**config.mk**
```make
export PLATFORM = sky130hd
export DESIGN_NAME = gmm_background_select
export DESIGN_NICKNAME = d
export VERILOG_FILES = /design/src/rtl/gmm_background_select.sv
export SDC_FILE = /design/constraint.sdc
export NUM_CORES = 1
export LEC_CHECK = 0
export CAP_MARGIN = 20
export CORE_ASPECT_RATIO = 0.5
export CORE_UTILIZATION = 42
export CTS_BUF_LIST = sky130_fd_sc_hd__clkbuf_4
export DETAILED_ROUTE_END_ITERATION = 7
export DONT_BUFFER_PORTS = 1
export PLACE_DENSITY = 0.53
export SETUP_SLACK_MARGIN = 0.15
export SLEW_MARGIN = 20
export SYNTH_ARGS = -nofsm -noshare
export SYNTH_HDL_FRONTEND = slang
export SYNTH_SLANG_ARGS = --single-unit
```
**constraint.sdc**
```tcl
create_clock -name clk_i -period 80.9 [get_ports clk_i]
set_clock_uncertainty 0.1 [all_clocks]
set_input_delay 12.135 -clock clk_i [delete_from_list [all_inputs] [get_ports clk_i]]
set_output_delay 12.135 -clock clk_i [all_outputs]
set_load 0.005 [all_outputs]
```
**src/rtl/gmm_background_select.sv**
```systemverilog
`timescale 1ns/1ps
// GMM background selection: picks B from sorted weights, then tests the pixel
// against components 0..B-1 with a shared FP32 adder. Includes the adder.
module gmm_fp_adder (
  input  logic        clk_i,
  input  logic        rst_i,
  input  logic [31:0] input_a,
  input  logic        input_a_stb,
  input  logic [31:0] input_b,
  input  logic        input_b_stb,
  output logic [31:0] output_z,
  output logic        output_z_stb,
  input  logic        output_z_ack
);
  logic [31:0] z_q, z_d;
  logic        stb_q, stb_d;

  // Truncating FP32 add; subnormals flush to zero, exp 255 passes the larger operand through.
  function automatic logic [31:0] fp_add(input logic [31:0] a, input logic [31:0] b);
    logic [31:0] big, sml;
    logic [7:0]  eb, es, sh;
    logic [26:0] mb, ms;
    logic [27:0] sum;
    logic [9:0]  e;
    logic [4:0]  lz;
    logic        found;
    if (a[30:0] >= b[30:0]) begin big = a; sml = b; end
    else begin big = b; sml = a; end
    eb = big[30:23];
    es = sml[30:23];
    if (eb == 8'hFF) return big;
    if (eb == 8'd0) return 32'd0;
    mb = {1'b1, big[22:0], 3'b000};
    ms = (es == 8'd0) ? 27'd0 : {1'b1, sml[22:0], 3'b000};
    sh = eb - es;
    ms = (sh > 8'd26) ? 27'd0 : (ms >> sh);
    if (big[31] == sml[31]) sum = {1'b0, mb} + {1'b0, ms};
    else sum = {1'b0, mb} - {1'b0, ms};
    if (sum == 28'd0) return 32'd0;
    e = {2'b00, eb};
    if (sum[27]) begin
      sum = sum >> 1;
      e = e + 10'd1;
    end else begin
      lz = 5'd0;
      found = 1'b0;
      for (int i = 26; i >= 0; i--) begin
        if (!found) begin
          if (sum[i]) found = 1'b1;
          else lz = lz + 5'd1;
        end
      end
      sum = sum << lz;
      e = e - {5'd0, lz};
    end
    if (e[9] || e == 10'd0) return 32'd0;
    if (e >= 10'd255) return {big[31], 8'hFF, 23'd0};
    return {big[31], e[7:0], sum[25:3]};
  endfunction

  always_comb begin
    z_d   = z_q;
    stb_d = stb_q;
    if (stb_q && output_z_ack) begin
      stb_d = 1'b0;
    end else if (!stb_q && input_a_stb && input_b_stb) begin
      z_d   = fp_add(input_a, input_b);
      stb_d = 1'b1;
    end
  end

  always_ff @(posedge clk_i or negedge rst_i) begin
    if (!rst_i) begin
      z_q   <= 32'd0;
      stb_q <= 1'b0;
    end else begin
      z_q   <= z_d;
      stb_q <= stb_d;
    end
  end

  assign output_z     = z_q;
  assign output_z_stb = stb_q;
endmodule

module gmm_background_select #(
  parameter logic [31:0] BG_THRESHOLD = 32'h3F333333
) (
  input  logic        clk_i,
  input  logic        rst_i,
  input  logic        en_bgSelect,
  input  logic [31:0] in_pixel,
  input  logic [31:0] sort_w0,
  input  logic [31:0] sort_w1,
  input  logic [31:0] sort_w2,
  input  logic [31:0] sort_mugrey0,
  input  logic [31:0] sort_mugrey1,
  input  logic [31:0] sort_mugrey2,
  input  logic [31:0] sort_sigma0,
  input  logic [31:0] sort_sigma1,
  input  logic [31:0] sort_sigma2,
  output logic [1:0]  bg_count,
  output logic [1:0]  match_idx,
  output logic        fg_mask,
  output logic        busy,
  output logic        rd_bgSelect,
  output logic [2:0]  dbg_state
);
  localparam logic [2:0] S_IDLE = 3'd0;
  localparam logic [2:0] S_CMPW = 3'd1;
  localparam logic [2:0] S_ADDW = 3'd2;
  localparam logic [2:0] S_DIFF = 3'd3;
  localparam logic [2:0] S_KSIG = 3'd4;
  localparam logic [2:0] S_MCHK = 3'd5;
  localparam logic [2:0] S_DONE = 3'd6;

  logic [2:0]  state_q, state_d;
  logic [31:0] acc_q, acc_d, w1_q, w1_d, w2_q, w2_d, x_q, x_d;
  logic [31:0] mu0_q, mu0_d, mu1_q, mu1_d, mu2_q, mu2_d;
  logic [31:0] s0_q, s0_d, s1_q, s1_d, s2_q, s2_d;
  logic [31:0] d_q, d_d, r_q, r_d;
  logic [1:0]  k_q, k_d, j_q, j_d, b_q, b_d;
  logic [1:0]  bg_count_q, bg_count_d, match_idx_q, match_idx_d;
  logic        fg_mask_q, fg_mask_d;

  logic [31:0] add_a, add_b, add_z, mu_j, sig_j, two_sig, half_sig;
  logic        add_stb, add_z_stb;

  // Compare_FP codes: 2'b10 a<b, 2'b01 a>b, 2'b00 equal (+0 == -0).
  function automatic logic [1:0] compare_fp(input logic [31:0] a, input logic [31:0] b);
    if (a[30:0] == 31'd0 && b[30:0] == 31'd0) return 2'b00;
    if (a[31] != b[31]) return a[31] ? 2'b10 : 2'b01;
    if (a[30:0] == b[30:0]) return 2'b00;
    if ((a[30:0] < b[30:0]) != a[31]) return 2'b10;
    return 2'b01;
  endfunction

  function automatic logic [31:0] sel3(input logic [1:0] i, input logic [31:0] v0,
                                       input logic [31:0] v1, input logic [31:0] v2);
    case (i)
      2'd0:    return v0;
      2'd1:    return v1;
      default: return v2;
    endcase
  endfunction

  assign mu_j  = sel3(j_q, mu0_q, mu1_q, mu2_q);
  assign sig_j = sel3(j_q, s0_q, s1_q, s2_q);

  // 2.5*sigma as 2*sigma + sigma/2, built by exponent edits only.
  always_comb begin
    if (sig_j[30:23] == 8'd0) two_sig = 32'd0;
    else if (sig_j[30:23] >= 8'd254) two_sig = 32'h7F800000;
    else two_sig = {sig_j[31], sig_j[30:23] + 8'd1, sig_j[22:0]};
    if (sig_j[30:23] == 8'd0) half_sig = 32'd0;
    else half_sig = {sig_j[31], sig_j[30:23] - 8'd1, sig_j[22:0]};
  end

  always_comb begin
    add_a   = 32'd0;
    add_b   = 32'd0;
    add_stb = 1'b0;
    case (state_q)
      S_ADDW: begin add_a = acc_q; add_b = (k_q == 2'd0) ? w1_q : w2_q; add_stb = 1'b1; end
      S_DIFF: begin add_a = x_q; add_b = {~mu_j[31], mu_j[30:0]}; add_stb = 1'b1; end
      S_KSIG: begin add_a = two_sig; add_b = half_sig; add_stb = 1'b1; end
      default: ;
    endcase
  end

  gmm_fp_adder u_adder (
    .clk_i       (clk_i),
    .rst_i       (rst_i),
    .input_a     (add_a),
    .input_a_stb (add_stb),
    .input_b     (add_b),
    .input_b_stb (add_stb),
    .output_z    (add_z),
    .output_z_stb(add_z_stb),
    .output_z_ack(1'b1)
  );

  always_comb begin
    state_d = state_q;  acc_d = acc_q;  w1_d = w1_q;  w2_d = w2_q;  x_d = x_q;
    mu0_d = mu0_q;  mu1_d = mu1_q;  mu2_d = mu2_q;
    s0_d = s0_q;  s1_d = s1_q;  s2_d = s2_q;
    d_d = d_q;  r_d = r_q;  k_d = k_q;  j_d = j_q;  b_d = b_q;
    bg_count_d = bg_count_q;  match_idx_d = match_idx_q;  fg_mask_d = fg_mask_q;
    case (state_q)
      S_IDLE: if (en_bgSelect) begin
        acc_d = sort_w0;  w1_d = sort_w1;  w2_d = sort_w2;  x_d = in_pixel;
        mu0_d = sort_mugrey0;  mu1_d = sort_mugrey1;  mu2_d = sort_mugrey2;
        s0_d = sort_sigma0;  s1_d = sort_sigma1;  s2_d = sort_sigma2;
        k_d = 2'd0;
        state_d = S_CMPW;
      end
      S_CMPW: begin
        if (compare_fp(BG_THRESHOLD, acc_q) == 2'b10) begin
          b_d = k_q + 2'd1;  j_d = 2'd0;  state_d = S_DIFF;
        end else if (k_q == 2'd1) begin
          b_d = 2'd3;  j_d = 2'd0;  state_d = S_DIFF;
        end else begin
          state_d = S_ADDW;
        end
      end
      S_ADDW: if (add_z_stb) begin
        acc_d = add_z;  k_d = k_q + 2'd1;  state_d = S_CMPW;
      end
      S_DIFF: if (add_z_stb) begin
        d_d = {1'b0, add_z[30:0]};  state_d = S_KSIG;
      end
      S_KSIG: if (add_z_stb) begin
        r_d = add_z;  state_d = S_MCHK;
      end
      S_MCHK: begin
        if (compare_fp(d_q, r_q) == 2'b10) begin
          match_idx_d = j_q;  fg_mask_d = 1'b0;  bg_count_d = b_q;  state_d = S_DONE;
        end else if ((j_q + 2'd1) < b_q) begin
          j_d = j_q + 2'd1;  state_d = S_DIFF;
        end else begin
          match_idx_d = 2'd3;  fg_mask_d = 1'b1;  bg_count_d = b_q;  state_d = S_DONE;
        end
      end
      S_DONE:  state_d = S_IDLE;
      default: state_d = S_IDLE;
    endcase
  end

  always_ff @(posedge clk_i or negedge rst_i) begin
    if (!rst_i) begin
      state_q <= S_IDLE;  acc_q <= 32'd0;  w1_q <= 32'd0;  w2_q <= 32'd0;  x_q <= 32'd0;
      mu0_q <= 32'd0;  mu1_q <= 32'd0;  mu2_q <= 32'd0;
      s0_q <= 32'd0;  s1_q <= 32'd0;  s2_q <= 32'd0;
      d_q <= 32'd0;  r_q <= 32'd0;  k_q <= 2'd0;  j_q <= 2'd0;  b_q <= 2'd0;
      bg_count_q <= 2'd0;  match_idx_q <= 2'd3;  fg_mask_q <= 1'b0;
    end else begin
      state_q <= state_d;  acc_q <= acc_d;  w1_q <= w1_d;  w2_q <= w2_d;  x_q <= x_d;
      mu0_q <= mu0_d;  mu1_q <= mu1_d;  mu2_q <= mu2_d;
      s0_q <= s0_d;  s1_q <= s1_d;  s2_q <= s2_d;
      d_q <= d_d;  r_q <= r_d;  k_q <= k_d;  j_q <= j_d;  b_q <= b_d;
      bg_count_q <= bg_count_d;  match_idx_q <= match_idx_d;  fg_mask_q <= fg_mask_d;
    end
  end

  assign bg_count    = bg_count_q;
  assign match_idx   = match_idx_q;
  assign fg_mask     = fg_mask_q;
  assign busy        = (state_q != S_IDLE);
  assign rd_bgSelect = (state_q == S_DONE);
  assign dbg_state   = state_q;
endmodule
```
**Yosys cells after proc, flatten, opt, wreduce, memory -nomap -nowiden**

Index checks and enable logic that the tools add are counted.

- Register bits: 430
- Word-level logic and storage cells: 675

- Add/sub/neg operators: 35
- $lt $le $gt $ge: 7
- Equality and inequality tests: 22
- Shift-type cells: 2
- Muxes and demuxes: 557
- Bitwise logic cells: 2
- Reduce and logical (&&, ||, !) cells: 29

Operators by type and width:

| cell | number |
|---|---|
| $mux W5 | 214 |
| $mux W32 | 24 |
| $mux W1 | 263 |
| $pmux W32 S2 | 3 |
| $pmux W32 S3 | 2 |
| $mux W28 | 5 |
| $add A5 B1 Y5 const B | 26 |
| $logic_not A31 Y1 | 2 |
| $mux W10 | 6 |
| $mux W2 | 28 |
| $mux W27 | 2 |
| $eq A30 B31 Y1 const A | 1 |
| $eq A31 B31 Y1 | 1 |
| $ge A31 B31 Y1 | 1 |
| $lt A30 B31 Y1 const A | 1 |
| $lt A31 B31 Y1 | 1 |
| $add A27 B27 Y28 | 1 |
| $logic_not A28 Y1 | 1 |
| $shl A28 B5 Y26 | 1 |
| $sub A27 B27 Y28 | 1 |
| $shr A27 B8 Y27 | 1 |
| $mux W26 | 1 |
| $logic_not A8 Y1 | 3 |
| $mux W3 | 6 |
| other kinds (35) | 59 |

**Logic depth before layout (Yosys ltp)**

- Depth in word-level cells: 292
- Depth in mapped cells: 149
- Gate-level depth less buffers: 136

**Modules after synthesis**

A second synthesis with hierarchy kept.

- Cells, all modules: 3622
- Area total of the unflattened synthesis: 32373.5 µm²

By module, submodules not included:

| module | instances | cells an instance | area each (µm²) |
|---|---|---|---|
| gmm_background_select | 1 | 1563 | 18710.4 |
| gmm_fp_adder | 1 | 2059 | 13663.1 |

**Worst setup path after synthesis**

Ideal clock, no wire load.

- Path kind: reg-to-reg
- Start: register j_q[0]
- End: register u_adder.z_q[22] (netlist: u_adder.output_z[22])
- Library setup time: 0.131 ns
- Arrival: 25.847 ns
- Required time: 80.669 ns
- Slack: 54.823 ns
- Stages on the path, launching flop included: 142
- Path buffers: 14
- Cells stage by stage: dfrtp_1 inv_1 ha_1 buf_2 buf_6 a22o_1 a21oi_2 ha_1 a211oi_1 or4_1 buf_2 a21boi_0 inv_1 ha_1 a21oi_1 o21ai_0 a221o_1 a2111o_1 [106 not listed] clkbuf_1 clkbuf_1 ha_1 a21o_1 a21oi_1 o21bai_1 a21o_1 o31ai_1 xnor2_1 o41ai_1 or2_2 clkbuf_1 nor2_1 nand2_1 clkbuf_1 nor2b_1 o21ai_0 nand4_1

- Longest elaborated chain between the ends: 281

Ends and longest elaborated chain:

| element | line | source |
|---|---|---|
| from (decl) | 122 | `logic [1:0] k_q, k_d, j_q, j_d, b_q, b_d;` |
| from (signal assigned) | 234 | `d_q <= 32'd0; r_q <= 32'd0; k_q <= 2'd0; j_q <= 2'd0; b_q <= 2'd0;` |
| from (signal assigned) | 240 | `d_q <= d_d; r_q <= r_d; k_q <= k_d; j_q <= j_d; b_q <= b_d;` |
| branches (longest 280 deep; another with $ge A31 B31 Y1) | n/a |  |
| $mux W32 * | 32 | `if (eb == 8'd0) return 32'd0;` |
| to (signal assigned) | 77 | `z_q <= z_d;` |
| to (decl) | 15 | `logic [31:0] z_q, z_d;` |

Every way passes the cells marked *. The select of a mux whose other input is x is not followed.
A chain may end at the register's enable or synchronous reset.

**Worst setup path after layout**

- Start: register j_q[1]
- End: register u_adder.z_q[3] (netlist: u_adder.output_z[3])

Same word-level chain as after synthesis.

==> metrics.csv <==
metric,value,unit
f_max,0.03206,GHz
Post-Syn Area,33240,µm²
Synth Area in Adders,6.293,%
multi-input logic area,21060,µm²
post-synthesis compound-gate area fraction,20.86,%
WL final,124000,µm
final hold vios,0,
GRT overflow,0,
fin nets,4129,
"Seq/Total Area, Yosys",32.38,%
Syn Inst Count,3700,
outcome,finished clean,
TNS Setup,0,ns
CTS Buf Count,103,
CTS H-Tree Depth,3,
vias in the first global route,27940,
WP data required,81.66,ns
yosys warns,0,
Hold WS,0.3973,ns
final antenna-violating net count,0,
main combinational cell family by area after synthesis,compound AO/OA/AOI/OAI gates,
Initial Util,42.71,%
Yosys reg bits,430,
Chip Height,200.9,µm
Die Area,80340,µm²
# IOs,333,
RSZ-0062 raised after global routing,no,
filler instances,7685,
via count,29540,
most frequent CP cell,a21oi_1,
WL/cell,26.02,µm
pin count of the biggest net entering global routing,431,
Global Route Usage Sum,30.48,%
post-CTS sizing,0,
Max Root-Sink Buffers,3,
Worst-Margin Slew,1.195,ns
Worst EP arrival,31.95,ns
Worst setup EP type,flop,
max_cap viols,0,
Synth Area in Simple Gates,16.06,%
Setup Buffers After CTS,0,
initial antenna violation count,24,
share of post-route cells with drive strength above 1,18.46,%
routed vias/inst,6.196,
Syn Nets,4182,
total iterations of the first detailed-routing run,7,
Hold Buf Count CTS,0,
min cycle time layout,31.19,ns
FF+latch area,10760,µm²
crit path kind,reg -> reg,
"Reg clk slew, reported paths",0.07,ns
Post-Synth XOR/XNOR Area,2.823,%
first-pass GRT wire length,185500,µm
clock tree sinks,430,
Initial DRC Count,3197,
delay of the slowest critical-path stage,0.76,ns
top_reg_cell synth,dfrtp_1,
die width,399.9,µm
ys async rst share,100.0,%
syn_area_per_cell,8.984,µm²
Tcrit/Tclk final,38.55,%
port bufs,0,
core area,77830,µm²
Setup WS post-layout,49.71,ns
Cell variety after synth,118,
Root Driver,clkbuf_4,
CTS tree,built,
slew margin rel.,20.35,%
Setup Slack @ Placement,50.30,ns
Worst Path Max Fanout,71,
Final Max Tran Viols,0,
num rows,72,
Hold Crit Class,reg -> reg,
type of element launching the critical path,flop,
Post-synth EDFFs,0,
Post-DP HPWL,95350,µm
DRC Markers,0,
Area Growth Syn to Fin,6.884,%
Final Setup Violations,0,
slowest CP cell,xnor2_2,
clk_lat worst skew,1.00,ns
multiplexer share of the synthesized area,17.03,%
GP Congestion,0.9878,
[sequential cells by signal (all words and copies together) (netlist names)]
register and cells:
bg_count 2, w2_q 32, u_adder.output_z 32, j_q 2, dbg_state 3, mu2_q 32
d_q 31, u_adder.output_z_stb 1, mu0_q 32, s2_q 32, fg_mask 1, acc_q 32
s1_q 32, w1_q 32, s0_q 32, k_q 2, b_q 2, x_q 32
r_q 32, match_idx 2, mu1_q 32
[routing by layer]
layer	track usage (%)	vias to the layer above	wire length, µm	part of all wire, %
met5	0	-	143	0.12
met4	7.211	24	2808	2.3
met3	6.680	192	9501	7.7
met2	43.48	1065	51840	42
met1	46.20	14630	59740	48
li1	-	13630	-	-
[layout make-up]
type	instances	share of cell area, %
diodes	15	0.1056
inverters	165	1.757
well taps	1036	3.648
flip-flops and latches	430	30.29
multi-input cells	2888	59.28
clock inverters	35	0.6937
clock buffers	139	2.937
repair buffers	59	1.282
[synthesized netlist by cell type, drive strengths merged (29+ instances only)]
| cell | count | area [µm²] |
|---|---|---|
| o21a | 29 | 217.7 |
| nand2 | 366 | 1376 |
| nand4 | 43 | 284.0 |
| o211ai | 48 | 360.4 |
| nor2 | 269 | 1050 |
| a22o | 48 | 420.4 |
| o22ai | 32 | 206.5 |
| o21ai | 252 | 1269 |
| ha | 156 | 1952 |
| xnor2 | 59 | 576.8 |
| nor4 | 41 | 286.5 |
| nand3 | 65 | 340.3 |
| and3 | 34 | 212.7 |
| nor3 | 61 | 316.6 |
| a22oi | 63 | 473.0 |
| mux2 | 355 | 3998 |
| and2 | 39 | 244.0 |
| a31oi | 31 | 200.2 |
| inv | 164 | 615.6 |
| nand2b | 37 | 231.5 |
| mux2i | 128 | 1281 |
| dfrtp | 428 | 10710 |
| a21o | 48 | 360.4 |
| a21oi | 259 | 1300 |
| clkbuf | 155 | 581.8 |
| buf | 62 | 310.3 |
[layout by cell type (no fill, tap or decap), types with 17 or more instances in the layout]
cell type and n:
o31ai_1 17, and3_1 34, nand3_1 62, or2_2 17, nor2_1 259, nand2_1 365
buf_4 58, o22ai_1 31, o21ai_0 234, nand4_1 42, and2_1 37, a22o_1 48
nor4_1 39, mux4_2 17, dfrtp_1 428, a211oi_1 25, o211ai_1 48, inv_1 159
nor2b_1 26, o21a_1 29, or3_1 25, a22oi_1 63, a31oi_1 30, mux2i_1 127
clkinv_1 21, a21o_1 48, nor3_1 60, mux2_2 354, a21oi_1 256, nand2b_1 37
xor2_1 17, xnor2_1 53, ha_1 153, clkbuf_4 139
[stage by stage]
stage               instances  instance area (µm²)  utilization (%)
global placement         4577                34190            43.93
CTS                      4751                35480            45.59
floorplan                3700                33240                -
detailed placement       4577                34190            43.93
global route             4761                35520            45.63
finish                   4767                35530            45.65
[cells by family after synthesis]
kind of cell,Yosys count
XOR/XNOR,86
buffers and inverters,382
AO/OA/AOI/OAI,1048
adder cells (fa/ha/maj),167
flip-flops,430
AND/OR/NAND/NOR,1087
multiplexers,500
[critical path, delay by kind of cell, from the launching register on]
family | cells | cell delay (ns)
mux | 9 | 1.60
buf+inv | 10 | 2.53
xor+xnor | 1 | 0.76
compound gates | 54 | 12.89
fa+ha+maj | 19 | 5.49
flops | 1 | 0.38
simple gates | 41 | 7.18
[final timing paths]
path	from	endpoint	slack, ns	cells past startpoint
worst max-delay path	j_q[1]$_DFFE_PN0P_	u_adder.output_z[3]$_DFFE_PN0P_	49.71	134
worst min-delay path	k_q[1]$_DFFE_PN0P_	k_q[1]$_DFFE_PN0P_	0.40	2
worst max register to register	j_q[1]$_DFFE_PN0P_	u_adder.output_z[3]$_DFFE_PN0P_	49.71	134
worst min register to register	k_q[1]$_DFFE_PN0P_	k_q[1]$_DFFE_PN0P_	0.40	2
max in group asynchronous	rst_i	r_q[29]$_DFFE_PN0P_	69.17	0
min in group asynchronous	rst_i	s1_q[20]$_DFFE_PN0P_	10.76	0
Power is left out: the tool's default activity adds up to more than one toggle a clock period on the data nets, which glitch-free logic cannot reach.
